--- src/rtl/pwm_duty_modulator.sv ---
// pwm_duty_modulator: prescaled edge/centre-aligned PWM with duty and mode latched at frame boundaries.
module pwm_duty_modulator #(
    parameter int WIDTH    = 6,
    parameter int PRESCALE = 1
) (
    input  logic             sysclk,
    input  logic             reset,
    input  logic             Enable,
    input  logic             Centre_Mode,
    input  logic [WIDTH-1:0] Duty_In,
    output logic             PWM_Out,
    output logic             Frame_Start,
    output logic [WIDTH-1:0] Duty_Latched,
    output logic [WIDTH-1:0] Count
);
    localparam int PW = PRESCALE > 1 ? $clog2(PRESCALE) : 1;
    localparam logic [WIDTH-1:0] MAX = '1;

    typedef enum logic [1:0] {IDLE, UP, DOWN} state_t;

    state_t           state, state_n;
    logic [PW-1:0]    presc, presc_n;
    logic [WIDTH-1:0] count_n, duty_n;
    logic             mode, mode_n, tick, start, stop;

    assign tick = presc == PW'(PRESCALE - 1);

    always_comb begin
        start   = state == IDLE ? Enable
                : Enable && tick && (state == UP ? (Count == MAX && !mode) : Count <= 1);
        stop    = state != IDLE && !Enable;
        state_n = stop ? IDLE
                : start ? UP
                : (state == UP && tick && Count == MAX) ? DOWN : state;
        count_n = (stop || start) ? '0
                : (!tick || state == IDLE) ? Count
                : state == UP ? (Count == MAX ? MAX - 1'b1 : Count + 1'b1)
                : Count - 1'b1;
        presc_n = (stop || start || state == IDLE || tick) ? '0 : presc + 1'b1;
        duty_n  = start ? Duty_In : stop ? '0 : Duty_Latched;
        mode_n  = start ? Centre_Mode : stop ? 1'b0 : mode;
    end

    // PWM_Out is computed from the next-state values so it tracks Count with no lag.
    always_ff @(posedge sysclk) begin
        if (reset) begin
            state        <= IDLE;
            Count        <= '0;
            presc        <= '0;
            Duty_Latched <= '0;
            mode         <= 1'b0;
            PWM_Out      <= 1'b0;
            Frame_Start  <= 1'b0;
        end else begin
            state        <= state_n;
            Count        <= count_n;
            presc        <= presc_n;
            Duty_Latched <= duty_n;
            mode         <= mode_n;
            PWM_Out      <= state_n != IDLE && count_n < duty_n;
            Frame_Start  <= start;
        end
    end
endmodule
--- config.mk ---
export PLATFORM = sky130hd
export DESIGN_NAME = pwm_duty_modulator
export DESIGN_NICKNAME = d
export VERILOG_FILES = /design/src/rtl/pwm_duty_modulator.sv
export SDC_FILE = /design/constraint.sdc
export NUM_CORES = 1
export LEC_CHECK = 0
export ABC_AREA = 1
export CAP_MARGIN = 20
export CORE_MARGIN = 10
export CORE_UTILIZATION = 50
export DETAILED_ROUTE_END_ITERATION = 7
export GPL_TIMING_DRIVEN = 0
export MAX_ROUTING_LAYER = met4
export PLACE_DENSITY = 0.78
export SKIP_CTS_REPAIR_TIMING = 1
export SYNTH_ARGS = -nofsm -noshare
export SYNTH_HDL_FRONTEND = slang
export SYNTH_SLANG_ARGS = --single-unit
--- constraint.sdc ---
create_clock -name sysclk -period 4.8 [get_ports sysclk]
set_input_delay 0.96 -clock sysclk [delete_from_list [all_inputs] [get_ports sysclk]]
set_output_delay 0.96 -clock sysclk [all_outputs]
set_load 0.02 [all_outputs]
==> summary.txt, run 1 <==
Outcome
  • Outcome: finished clean

Logic synthesis
  • Flops & latches, synth: 18
  • Syn Nets: 184
  • Mapped Area: approximately 1200 sq um
  • Top FF cell, synth: dfxtp_1
  • Simple logic cell fraction of the synthesized area: 0.358
  • Adder and majority cell fraction of the synthesized area: 0.0825
  • Post-synth EDFFs: 0
  • Xor-xnor portion of the synthesized cell area: 0.0144
  • Avg Inst Size Synth: roughly 7.3 sq um
  • Main combinational cell family by area after synthesis: simple AND/OR/NAND/NOR gates
  • Register area share after synthesis: 0.297
  • Syn. warnings: 0
  • Cell count after synthesis: roughly 170
  • Netlist cell types: 32
  • Area leader, netlist: dfxtp_1
  • Post-synthesis mux area share: 0
  • Asr flop ratio synth: 0
  • Compound-gate portion of the synthesized area: 0.140
  • Area share of the largest cell type after synthesis: 0.297
  • Area contributors post-synth: dfxtp_1, nor2_1, ha_1

Finish
  • Nets: 211
  • Filler cell count: roughly 200
  • Commonest non-fill, non-tap cell in the layout: nor2_1
  • Most frequent cells in the layout: nor2_1, nand2_1, clkdlybuf4s50_1, dfxtp_1, inv_1
  • Fin area: around 1500 sq um
  • Antenna Cells: 0
  • Area grow syn2layout: 24.0%
  • Layout cells sized above 1: 0.182

Routing
  • Wire length on met1: between 1 and 1.5 mm
  • DRC: 0
  • DR WL/cell: 12.7 um
  • DR WL met2: around 1.4 mm
  • Initial DRC Count: 60
  • Vias per std cell: about 5.1
  • Routed WL: 2.80 mm
  • Total number of vias: 1120
  • First-pass DRT Iterations: 4
  • Met3 WL: 148 um
  • Highest Signal Layer: met4
  • Final ANT Viol Nets: 0

Placed design
  • Port buffer count: 22
  • Dpl hpwl: 2.32 mm
  • Final Wtd Congestion: around 0.83
  • Area after DPL: 1470 sq um
  • Dpl ws: 1.62 ns

Timing
  • Max Fclk: 348 MHz
  • Setup Skew: approximately 0.0057 ns
  • Final setup violation count: 0
  • Fin. Hold Viols: 0
  • Slack of the critical path: 1.93 ns
  • Total negative setup slack: 0 ns
  • RSZ-0062 raised after global routing: false
  • Final Slew Violations: 0
  • Min Tclk post-route: approximately 2.9 ns
  • Tcrit/Tclk final: 0.599

Worst hold path
  • Class of the worst hold path: flip-flop to flip-flop
  • Hold Path Origin: mode
  • WHS Endpoint: mode
  • Worst Hold Depth: 2

Global route
  • Vias in the first global route: ~1100
  • Overflow after GRT: 0
  • Initial antenna violation count: 0
  • First-pass GRT wire length: 4.97 mm
  • GRT Util Overall: 0.119
  • Largest net degree at the start of global routing: 11

CTS
  • TritonCTS clock tree: done
  • Clk slew on worst S/H paths: 0.11 ns
  • CTS H-Tree Depth: 1
  • CTS Buffer Depth: 2
  • Root buffer cell: clkbuf_4
  • Clk sink count: 18
  • CTS Buf Count: 3
  • Clock Latency Late Sink: slightly below 0.3 ns

Power and ir drop
  • Worst vdd ir: between 150 and 200 uV
  • Power density over the cells: between 200 and 300 nW/um^2
  • Static Leak: about 0.67 nW
  • Tot Pwr: around 0.00038 W

Setup path
  • R2R depth: 16
  • Worst setup EP type: flip-flop
  • RR Endpoint: PWM_Out
  • Worst path arrival time: slightly above 3 ns
  • Register-to-register setup slack: ~2.3 ns
  • Worst path required time: between 5 and 6 ns
  • Startpoint types: input port
  • Crit. Startpoint: Enable
  • RR Startpoint: Count[0]
  • WS Path Type: input port to flip-flop
  • Worst-path maximum fanout: 10

Floorplan
  • Site Rows: 17
  • Core Region: around 2300 sq um
  • Initial Util: 0.538
  • IO Count: 24
  • Die height: approximately 69 um
  • Die ar.: 4800 sq um
  • Die width: slightly below 70 um

Flow run
  • Maxcap violations: 0
-- worst max-delay path by stage --
stage | end | slack [ns]
after floorplan | PWM_Out | 2.40
after global placement | PWM_Out | 1.68
after detailed placement | PWM_Out | 1.62
after CTS | PWM_Out | 1.92
after global routing | PWM_Out | 1.79
final | PWM_Out | 1.93
-- where the power goes --
part	switching, W	internal (W)
logic	0.0000722	0.0000505
clock network	0.0000459	0.0000461
registers	0.00000678	0.000158
total	0.000125	0.000255
-- metrics by stage --
step	instances	hold WS, ns	utilization
global route	220	0.531	0.668
global placement	216	0.493	0.651
CTS	220	0.507	0.668
finish	220	0.509	0.668
detailed placement	216	0.492	0.651
floorplan	166	0.459	-
-- synthesized netlist by cell type (3+ instances only) --
cell and instances:
nor2_1 27, nand2_1 24, dfxtp_1 18, inv_1 18, o21ai_0 10, inv_2 9, ha_1 8, nand3_1 7
a21oi_1 5, nor3_2 5, a22o_1 4, nor2_4 4, nand2_2 3
-- sequential cells by signal (all words and copies together) (netlist names) --
name          cells
Count             6
Duty_Latched      6
state             2
Frame_Start       1
PWM_Out           1
mode              1
presc             1
-- critical path: stages --
cell             delay (ns)
clkdlybuf4s50_1        0.56
inv_1                  0.06
nor2_1                 0.17
nand4_4                0.14
nand2_4                0.13
nor2_4                 0.07
inv_2                  0.08
buf_6                  0.14
nor2_1                 0.06
ha_1                   0.31
a21oi_1                0.14
o2111ai_1              0.14
a21oi_2                0.13
-- final cells by class --
class	count	area, sq um	area share
Buffer	4	26.3	0.0175
Clock buffer	4	36.3	0.0241
Inverter	27	101	0.0673
Multi-Input combinational cell	117	726	0.482
Sequential cell	18	360	0.239
Tap cell	28	35.0	0.0233
Timing Repair Buffer	22	220	0.146
-- cells by family after synthesis --
kind of cell	count (synthesis)
and+or+nand+nor	80
other	1
buffers and inverters	31
adders and majority gates	8
DFF	18
AOI/OAI and AO/OA	26
xor gates and xnor gates	2
-- metal layers --
metal  track usage  vias up
met4        0.0355        0
li1              -      585
met3        0.0342        4
met2         0.206       25
met1         0.129      506
met5             -        -
Power figures use the tool's default switching activity.
==> run 2: changes to the inputs <==
clock period = 2.7 ns   (was 4.8 ns; I/O delays follow)
==> summary.txt, run 2 (synthesized netlist as in run 1, its figures left out) <==
Power and ir drop
  • Power density over the cells: 448 nW/um^2 (+78%)
  • Comb pwr share: 0.326 (+0.003)
  • Static Leak: 0.673 nW (+0.72%)
  • Net Switching: 0.000223 W (+78%)
  • Clock network power share: 0.241 (about the same)
  • Internal power: 0.000456 W (+79%)
  • Worst vdd ir: 326 uV (+78%)
  • Sequential Power Share: 0.433 (-0.002)
  • Sw Share: 0.328 (-0.000466)

CTS
  • CTS H-Tree Depth: 1 (unchanged)
  • Clk slew on worst S/H paths: 0.11 ns (about the same)
  • CTS Buffer Depth: 2 (unchanged)
  • Root buffer cell: clkbuf_4
  • TritonCTS clock tree: done
  • Clk sink count: 18 (unchanged)
  • CTS Buf Count: 3 (unchanged)
  • Clock Latency Late Sink: 0.29 ns (about the same)

Timing
  • Min Tclk post-route: approximately 2.5 ns
  • Max Fclk: around 400 MHz
  • RSZ-0062 raised after global routing: false
  • Final Slew Violations: 0 (unchanged)
  • Setup Skew: 0.00552 ns (-0.000172 ns)
  • Worst slew pin tran: roughly 0.50 ns
  • Fin. Hold Viols: 0 (unchanged)
  • Final setup violation count: 0 (unchanged)
  • Total negative setup slack: 0 ns (unchanged)
  • Slack of the critical path: 0.229 ns (-1.70 ns)
  • Max transition margin: 0.666
  • Tcrit/Tclk final: 0.915

Placed design
  • Dpl hpwl: 2.32 mm (unchanged)
  • Area after DPL: 1470 sq um (unchanged)
  • Port buffer count: 22 (unchanged)
  • Dpl ws: -0.0567 ns (-1.68 ns)
  • Final Wtd Congestion: 0.826 (unchanged)

Global route
  • Overflow after GRT: 0 (unchanged)
  • GRT Util Overall: 0.119 (unchanged)
  • Vias in the first global route: 1123 (unchanged)
  • Largest net degree at the start of global routing: 11 (unchanged)
  • Initial antenna violation count: 0 (unchanged)
  • First-pass GRT wire length: 4.97 mm (unchanged)

Finish
  • Most frequent cells in the layout: nor2_1, nand2_1, clkdlybuf4s50_1, inv_1, dfxtp_1
  • Nets: 212 (+0.47%)
  • Area grow syn2layout: 24.7%
  • Layout cells sized above 1: 0.192 (+0.00942)
  • Fin area: 1510 sq um (+0.58%)
  • Antenna Cells: 0 (unchanged)
  • Biggest registers after layout: Count: 6 flops, Duty_Latched: 6 flops, state: 2 flops
  • Commonest non-fill, non-tap cell in the layout: nor2_1

Floorplan
  • Initial Util: 0.538 (unchanged)
  • Core Region: 2250 sq um (unchanged)
  • Site Rows: 17 (unchanged)
  • Die width: 69.3 um (unchanged)
  • Die height: 69.3 um (unchanged)
  • Die ar.: 4800 sq um (unchanged)
  • IO Count: 24 (unchanged)

Routing
  • Final ANT Viol Nets: 0 (unchanged)
  • Routed WL: 2.83 mm (+1.2%)
  • Initial DRC Count: 71 (+18%)
  • DR WL/cell: 12.8 um (+0.72%)
  • Total number of vias: 1122 (+0.18%)
  • DRC: 0 (unchanged)
  • Vias per std cell: 5.08 (-0.27%)
  • First-pass DRT Iterations: 4 (unchanged)

Setup path
  • Worst path required time: 2.88 ns (-2.15 ns)
  • WS Path Type: flip-flop to flip-flop
  • Worst setup EP type: flip-flop
  • Worst path arrival time: 2.65 ns (-0.45 ns)
  • Startpoint types: flip-flop
  • Worst-path maximum fanout: 7 (-3)

Outcome
  • Outcome: finished clean

Worst hold path
  • Class of the worst hold path: flip-flop to flip-flop

Flow run
  • Maxcap violations: 0 (unchanged)
run 2: cell count changes in the layout (fill, tap and decap cells not counted), sizes merged:
| cell | before | now |
|---|---|---|
| buf | 2 | 3 |
run 2: layout make-up:
class | count | area (sq um)
fillers | 201 | 741
multi-input cells | 117 | 726
flip-flops and latches | 18 | 362
repair buffers | 23 | 228
inverters | 27 | 101
clock buffers | 4 | 36.3
well taps | 28 | 35.0
plain buffers | 4 | 26.3
run 2: final timing paths:
check	slack, ns	start	cells past startpoint	to
min	0.51	mode	2	mode
max reg2reg	0.23	Count[1]	16	PWM_Out
max	0.23	Count[1]	16	PWM_Out
min reg2reg	0.51	mode	2	mode
run 2: stage by stage:
step / utilization / hold WS [ns] / instances / total power (W)
after floorplan: - / 0.459 / 166 / 0.000450
after global placement: 0.651 / 0.493 / 216 / 0.000510
after detailed placement: 0.651 / 0.492 / 216 / 0.000518
after CTS: 0.668 / 0.507 / 220 / 0.000680
after global routing: 0.671 / 0.531 / 221 / 0.000727
final: 0.671 / 0.509 / 221 / 0.000679
run 2: layer usage:
metal / routed length (um) / part of all wire / vias to the layer above / GRT usage
met5: 0 / 0 / - / -
met3: 159 / 0.056 / 4 / 0.0342
met1: 1180 / 0.42 / 502 / 0.129
li1: - / - / 588 / -
met4: 25 / 0.0088 / 0 / 0.0355
met2: 1460 / 0.52 / 28 / 0.206
run 2: power groups by stage:
stage | clock network (W) | logic, W | registers [W]
5_1_grt | 0.000181 | 0.000249 | 0.000296
3_3_place_gp | 0 | 0.000212 | 0.000298
2_1_floorplan | 0 | 0.000137 | 0.000313
6_report | 0.000164 | 0.000222 | 0.000294
3_5_place_dp | 0 | 0.000219 | 0.000299
4_1_cts | 0.000167 | 0.000220 | 0.000293
run 2: worst max-delay path, cell delays in order, from the launching register on:
cell       delay, ns
dfxtp_1         0.42
inv_1           0.11
ha_1            0.20
inv_1           0.09
nand2_1         0.07
nand3_2         0.07
nand2_2         0.08
nand4_4         0.10
nand2_4         0.09
nor2_4          0.15
buf_4           0.15
a22o_1          0.13
inv_2           0.04
ha_1            0.28
nand2_1         0.07
o2111ai_1       0.25
a21oi_2         0.05
==> run 3: changes to the inputs <==
SETUP_SLACK_MARGIN = 0.02   (was default)
==> results of run 3 <==
Final layout, timing and power as in run 2 (identical DEF).
